<file path="config.mk">
export PLATFORM = sky130hd
export DESIGN_NAME = fetch_mem_unit
export DESIGN_NICKNAME = d
export VERILOG_FILES = /design/src/rtl/fetch_mem_pkg.sv /design/src/rtl/pc_unit.sv /design/src/rtl/fetch_mem_unit.sv
export SDC_FILE = /design/constraint.sdc
export NUM_CORES = 1
export LEC_CHECK = 0
export CORE_ASPECT_RATIO = 0.7
export CORE_MARGIN = 5
export CORE_UTILIZATION = 40
export CTS_BUF_LIST = sky130_fd_sc_hd__clkbuf_16
export DETAILED_ROUTE_END_ITERATION = 12
export PLACE_DENSITY_LB_ADDON = 0.1
export SLEW_MARGIN = 20
export SYNTH_ARGS = -nofsm -noshare
export SYNTH_HDL_FRONTEND = slang
export SYNTH_SLANG_ARGS = --single-unit
export TNS_END_PERCENT = 100
</file>
<file path="constraint.sdc">
create_clock -name clk -period 2 [get_ports clk]
set_input_delay 0.2 -clock clk [delete_from_list [all_inputs] [get_ports clk]]
set_output_delay 0.2 -clock clk [all_outputs]
set_load 0.1 [all_outputs]
</file>
<file path="src/rtl/fetch_mem_pkg.sv">
// Shared types for the fetch/memory unit: bus commands, branch modes and FSM states.
package fetch_mem_pkg;

    typedef enum logic [1:0] {
        MEM_NONE  = 2'b00,
        MEM_READ  = 2'b01,
        MEM_WRITE = 2'b10
    } mem_cmd_t;

    typedef enum logic [1:0] {
        BR_ABS  = 2'b00,
        BR_REL  = 2'b01,
        BR_CALL = 2'b10,
        BR_RET  = 2'b11
    } br_mode_t;

    typedef enum logic [1:0] {
        IDLE  = 2'b00,
        FETCH = 2'b01,
        DATA  = 2'b10
    } state_t;

endpackage

</file>
<file path="src/rtl/pc_unit.sv">
// Program counter and link register with next-PC selection (increment or branch).
module pc_unit
    import fetch_mem_pkg::*;
#(
    parameter int unsigned           ADDR_W   = 9,
    parameter logic [ADDR_W-1:0]     RESET_PC = '0
) (
    input  logic              clk,
    input  logic              reset_n,
    input  logic              inc_i,
    input  logic              br_apply_i,
    input  br_mode_t          br_mode_i,
    input  logic [ADDR_W-1:0] br_operand_i,
    output logic [ADDR_W-1:0] pc_o,
    output logic [ADDR_W-1:0] lr_o
);

    logic [ADDR_W-1:0] pc_q, pc_d;
    logic [ADDR_W-1:0] lr_q, lr_d;

    // Additions are truncated to ADDR_W, so increment and relative branches wrap.
    always_comb begin
        pc_d = pc_q;
        lr_d = lr_q;
        if (inc_i) begin
            pc_d = pc_q + ADDR_W'(1);
        end else if (br_apply_i) begin
            unique case (br_mode_i)
                BR_ABS:  pc_d = br_operand_i;
                BR_REL:  pc_d = pc_q + br_operand_i;
                BR_CALL: begin
                    lr_d = pc_q;
                    pc_d = br_operand_i;
                end
                BR_RET:  pc_d = lr_q;
                default: pc_d = pc_q;
            endcase
        end
    end

    always_ff @(posedge clk or negedge reset_n) begin
        if (!reset_n) begin
            pc_q <= RESET_PC;
            lr_q <= '0;
        end else begin
            pc_q <= pc_d;
            lr_q <= lr_d;
        end
    end

    assign pc_o = pc_q;
    assign lr_o = lr_q;

endmodule

</file>
<file path="src/rtl/fetch_mem_unit.sv">
// Fetch/load/store sequencer: owns DA, IR, memory data latch and drives the memory port.
module fetch_mem_unit
    import fetch_mem_pkg::*;
#(
    parameter int unsigned       ADDR_W   = 9,
    parameter int unsigned       DATA_W   = 16,
    parameter logic [ADDR_W-1:0] RESET_PC = '0
) (
    input  logic              clk,
    input  logic              reset_n,
    input  logic              fetch_req,
    input  logic              data_req,
    input  logic              data_we,
    input  logic [ADDR_W-1:0] data_addr,
    input  logic [DATA_W-1:0] wdata,
    input  logic              br_valid,
    input  logic [1:0]        br_mode,
    input  logic [ADDR_W-1:0] br_operand,
    input  logic              mem_ready,
    input  logic [DATA_W-1:0] read_data,
    output logic [1:0]        mem_cmd,
    output logic [ADDR_W-1:0] mem_addr,
    output logic [DATA_W-1:0] write_data,
    output logic [DATA_W-1:0] ir,
    output logic [DATA_W-1:0] mdata,
    output logic [ADDR_W-1:0] pc,
    output logic [ADDR_W-1:0] lr,
    output logic              busy,
    output logic              ir_valid,
    output logic              data_done,
    output logic              br_err
);

    state_t            state_q, state_d;
    logic [ADDR_W-1:0] da_q, da_d;
    logic [DATA_W-1:0] wdata_q, wdata_d;
    logic [DATA_W-1:0] ir_q, ir_d;
    logic [DATA_W-1:0] mdata_q, mdata_d;
    logic              we_q, we_d;
    logic              ir_valid_q, ir_valid_d;
    logic              data_done_q, data_done_d;
    logic              br_err_q, br_err_d;
    logic              pc_inc;
    logic              br_apply;

    pc_unit #(
        .ADDR_W   (ADDR_W),
        .RESET_PC (RESET_PC)
    ) u_pc_unit (
        .clk          (clk),
        .reset_n      (reset_n),
        .inc_i        (pc_inc),
        .br_apply_i   (br_apply),
        .br_mode_i    (br_mode_t'(br_mode)),
        .br_operand_i (br_operand),
        .pc_o         (pc),
        .lr_o         (lr)
    );

    always_comb begin
        state_d     = state_q;
        da_d        = da_q;
        wdata_d     = wdata_q;
        we_d        = we_q;
        ir_d        = ir_q;
        mdata_d     = mdata_q;
        ir_valid_d  = 1'b0;
        data_done_d = 1'b0;
        br_err_d    = br_err_q | (br_valid && (state_q != IDLE));
        pc_inc      = 1'b0;
        br_apply    = 1'b0;
        unique case (state_q)
            IDLE: begin
                // One action per cycle: branch beats data beats fetch.
                if (br_valid) begin
                    br_apply = 1'b1;
                end else if (data_req) begin
                    da_d    = data_addr;
                    wdata_d = wdata;
                    we_d    = data_we;
                    state_d = DATA;
                end else if (fetch_req) begin
                    state_d = FETCH;
                end
            end
            FETCH: begin
                if (mem_ready) begin
                    ir_d       = read_data;
                    pc_inc     = 1'b1;
                    ir_valid_d = 1'b1;
                    state_d    = IDLE;
                end
            end
            DATA: begin
                if (mem_ready) begin
                    if (!we_q) mdata_d = read_data;
                    data_done_d = 1'b1;
                    state_d     = IDLE;
                end
            end
            default: state_d = IDLE;
        endcase
    end

    always_ff @(posedge clk or negedge reset_n) begin
        if (!reset_n) begin
            state_q     <= IDLE;
            da_q        <= '0;
            wdata_q     <= '0;
            we_q        <= 1'b0;
            ir_q        <= '0;
            mdata_q     <= '0;
            ir_valid_q  <= 1'b0;
            data_done_q <= 1'b0;
            br_err_q    <= 1'b0;
        end else begin
            state_q     <= state_d;
            da_q        <= da_d;
            wdata_q     <= wdata_d;
            we_q        <= we_d;
            ir_q        <= ir_d;
            mdata_q     <= mdata_d;
            ir_valid_q  <= ir_valid_d;
            data_done_q <= data_done_d;
            br_err_q    <= br_err_d;
        end
    end

    // Bus outputs depend only on registered state, never on the request inputs.
    always_comb begin
        mem_cmd  = MEM_NONE;
        mem_addr = da_q;
        unique case (state_q)
            FETCH: begin
                mem_cmd  = MEM_READ;
                mem_addr = pc;
            end
            DATA:    mem_cmd = we_q ? MEM_WRITE : MEM_READ;
            default: mem_cmd = MEM_NONE;
        endcase
    end

    assign busy       = (state_q != IDLE);
    assign write_data = wdata_q;
    assign ir         = ir_q;
    assign mdata      = mdata_q;
    assign ir_valid   = ir_valid_q;
    assign data_done  = data_done_q;
    assign br_err     = br_err_q;

endmodule

</file>
# Yosys cells after proc, flatten, opt, wreduce, memory -nomap -nowiden
# Index checks and enable logic that the tools add are counted.
[word_totals] reg_bits=81 input_bits=59 output_inout_bits=81 word_cells=53
[op_classes] addsub=2 eq_ne=8 n_mux=16 n_bitwise=4 n_reduce_logical=12
[op_table] cell="two-way mux 9 bit" count=3
[op_table] cell="case mux 9 bit (3 select lines)" count=1
[op_table] cell="AND reduction 3 bit" count=4
[op_table] cell="two-way mux 2 bit" count=5
[op_table] cell="adder 9 x 1 -> 9 bit, second input constant" count=1
[op_table] cell="adder 9 bit" count=1
[op_table] cell="case mux 2 bit (2 select lines)" count=2
[op_table] cell="equality test 2 bit, second input constant" count=3
[op_table] cell="two-way mux 1 bit" count=5
[op_table] cell="equality test 2 x 1 -> 1 bit, second input constant" count=2
[op_table] cell="zero test 2 bit" count=2
[op_table] cell="nonzero test 2 bit" count=2
[op_table] cell="OR reduction 2 bit" count=2
[op_table] cell="inequality test 3 bit, second input constant" count=1
[op_table] cell="inverter 1 bit" count=3
[op_table] cell="inequality test 2 x 1 -> 1 bit, second input constant" count=1
[op_table] cell="inequality test 2 bit, second input constant" count=1
[op_table] cell="AND reduction 2 bit" count=1
[op_table] cell="logical AND 1 bit" count=1
[op_table] cell="OR 1 bit" count=1

# Logic depth before layout (Yosys ltp)
[depth] ltp_word=5 mapped_depth=8

# Cells and area by module
# Synthesis repeated with hierarchy kept, for this count alone.
[unflattened] hier_cells=325 hier_area_um2=4119.0
[modules_own_cells] module="fetch_mem_unit" instances=1 cells_each=165 area_each_um2=2673.8 seq_area_each_um2=1576.5
[modules_own_cells] module="pc_unit" instances=1 cells_each=160 area_each_um2=1445.1 seq_area_each_um2=450.4

# Least setup slack after synthesis
# No wires, ideal clock.
[synth_path] path_type="reg2reg" start="reg u_pc_unit.pc_q[5] (netlist: u_pc_unit.pc_o[5])" end="reg u_pc_unit.pc_q[7] (netlist: u_pc_unit.pc_o[7])" setup_ps=168 arrival_ps=2524 t_required_ps=1832 setup_slack_ps=-692 path_stages_with_launch=7 n_path_buf=0 cell_sequence="dfrtp_1 ha_1 a2111o_1 a31oi_1 mux2_1 a21oi_1 a221oi_2"
[synth_via] elab_chain_len=4 word_cells_on_any_way=5 classes_between="add/sub: 2; mux: 3"
[synth_rtl] item="from (decl)" line="pc_unit.sv:18" text="logic [ADDR_W-1:0] pc_q, pc_d;"
[synth_rtl] item="from (signal assigned)" line="pc_unit.sv:46" text="pc_q <= pc_d;"
[synth_rtl] item="adder 9 bit" line="pc_unit.sv:30" text="BR_REL: pc_d = pc_q + br_operand_i;"
[synth_rtl] item="case mux 9 bit (3 select lines)" line="pc_unit.sv:28" text="unique case (br_mode_i)"
[synth_rtl] item="two-way mux 9 bit" line="pc_unit.sv:27" text="end else if (br_apply_i) begin"
[synth_rtl] item="two-way mux 9 bit (*)" line="pc_unit.sv:25" text="if (inc_i) begin"
# Every way passes the cells marked *; elsewhere a longest branch is shown, timed or not. The select of a mux whose other input is x is not followed.
# A chain may end at the register's enable or synchronous reset.

# Final worst setup path
# Ends and elaborated chain as after synthesis.

==> metrics <==
outcome completed; flops & latches, synth 81; Final period util 0.9853; DP HPWL 8657 um; sequential area share after synthesis 0.5159; CTS tree built; worst skew pair latency approximately 0.33 ns; worst r2r dst u_pc_unit.pc_o[7]; # IOs 140; area grow syn2layout 54.97%; initial core utilization 0.4073; area leader, netlist dfrtp_1; drt first pass iters 4; placed cell count 641; Setup Crit Path Kind register to register; chip width roughly 130 um; Final Instance Count excl. Fillers 657; via count 3,340; Slew HR 0.6901; max cap viols 0; flop2flop setup slack ~0.029 ns; Synth Warn # 0; # rows 30; startpoint class of the critical path register; fmax 507.4 MHz; die area 11,940 um^2; initial DRC count 268; most frequent cells in the layout 103 x buf_4, 74 x dfrtp_1, 62 x nand2_1, 60 x mux2_2, 57 x clkdlybuf4s50_1; Hold WC Path Type primary input to async pin; CTS buffer count 9; Final #Nets 597; synth top area cells dfrtp_1 52%, mux2_2 17%, nand2_1 6.0%, ha_1 3.8%, a21oi_1 1.9%; Tightest Pin Transition between 0.4 and 0.5 ns; CTS Buffer Depth 2; Async SR Flop Fraction 1.000; Root Buffer clkbuf_16; library cells used by synthesis 54; vias in the first global route 3,407; clock slew at reported path FFs 0.06 ns; DR vias/cell 5.084; clk sinks between 80 and 90; ys flop type dfrtp_1; Tmin final 1.971 ns; hold slack 0.3564 ns; Core ar. between 9000 and 10,000 um^2; syn_area_per_cell 11.23 um^2; CP required 2.21 ns; RSZ-0062 raised after global routing yes; Mapped Area ~3900 um^2; initial antenna violation count 0; R2R Path Start u_pc_unit.pc_o[5]; layout cells sized above 1 0.4216; setup TNS 0 ns; Hold Fails Final Rpt 0; crit path DAT about 2.2 ns; first-pass GRT wire length 18,030 um; Final Slew Violations 0; Final Skew ~0.0054 ns; largest net degree at the start of global routing 35; grt ovf 0; Post-route DRC 0; Yosys top cell area share 0.5159; Die Y 92.92 um; Post-DRT Antenna Nets 0; most common cell after layout, fill and taps aside buf_4; # diodes 0; WL final approximately 11,000 um; Overall Global Routing Usage 0.1957; Critical Path Fanout Max 2; Mapped Cells 350; htree depth 3; RD Place Congestion 0.8866; WL/cell 17.06 um; EDFF count, synth 0; Setup violations, final 0; critical path capture point type register; syn_nets 422; r2r worst-path depth 6; IO buf count 139
==> sequential cells by signal (all words and copies together), names as in the netlist <==
| name | count |
|---|---|
| br_err | 1 |
| da_q | 9 |
| data_done | 1 |
| ir | 16 |
| ir_valid | 1 |
| mdata | 16 |
| state_q | 2 |
| u_pc_unit.lr_o | 9 |
| u_pc_unit.pc_o | 9 |
| we_q | 1 |
| write_data | 16 |
==> critical path, stage by stage (launching register included) <==
cell and delay [ns]:
dfrtp_4 0.49, ha_4 0.25, a2111o_1 0.38, a31oi_2 0.20, mux2_4 0.33, a21oi_2 0.13, a221oi_2 0.07
==> Yosys cell counts, drive strengths merged, types with 4 or more instances <==
master	number
dfrtp	81
nand2	64
mux2	61
a21oi	15
ha	12
inv	11
nor2	11
o21ai	8
buf	7
nand3	7
nor3	7
a31oi	5
clkbuf	4
nand2b	4
nor2b	4
==> cell families (layout without fill, tap and decap cells) <==
kind of cell,Yosys count,in the layout,synth area share
AOI/OAI and AO/OA,53,53,0.09172
xor gates and xnor gates,3,3,0.006689
adders and majority gates,13,13,0.04331
buffers and inverters,22,201,0.02261
DFF,81,81,0.5159
muxes,63,63,0.1799
and+or+nand+nor,115,115,0.1398
==> repair_timing <==
| item | in CTS | in global routing |
|---|---|---|
| setup buffers | 0 | 0 |
| gates resized for setup | 1 | 11 |
| gates cloned | 0 | 0 |
| endpoints found under the setup margin | 1 | 15 |
| hold buffers | 1 | 0 |
| pin swaps | 0 | 1 |
| endpoints found under the hold margin | 31 | 0 |
==> worst max path at each step <==
stage | start | to | slack (ns)
floorplan | u_pc_unit.pc_o[5] | u_pc_unit.pc_o[7] | -0.13
global placement | br_operand[1] | u_pc_unit.pc_o[7] | -0.23
detailed placement | br_operand[1] | u_pc_unit.pc_o[7] | -0.26
CTS | u_pc_unit.pc_o[5] | u_pc_unit.pc_o[7] | 0.006
global route | u_pc_unit.pc_o[5] | u_pc_unit.pc_o[7] | -0.05
finish | u_pc_unit.pc_o[5] | u_pc_unit.pc_o[7] | 0.03
==> routing by layer <==
layer,track usage,routed length [um],up-vias
met3,0.07493,1157,13
met4,0.06272,149,0
met1,0.2671,5067,1613
met2,0.2855,4834,110
met5,0,0,-
li1,-,-,1604
==> final cells by class <==
type                       instances  area (um^2)
fill                             790         3558
sequential                        81         2048
multi-input combinational        247         1927
timing repair buffer             175         1625
clock buffer                       9        225.2
tap                              128        160.2
clock inverter                     6        61.31
inverter                          11        41.29
==> per-stage QoR <==
step	worst slack [ns]	util	area, um^2
final	0.02932	0.6311	6088
after global routing	-0.05476	0.6311	6088
after CTS	0.005695	0.6267	6046
after detailed placement	-0.2609	0.5953	5743
after global placement	-0.2308	0.5953	5743
after floorplan	-0.1336	-	4019
Power is not shown: default switching activity piles up to over one toggle a cycle in this logic, so the estimate is an artifact.
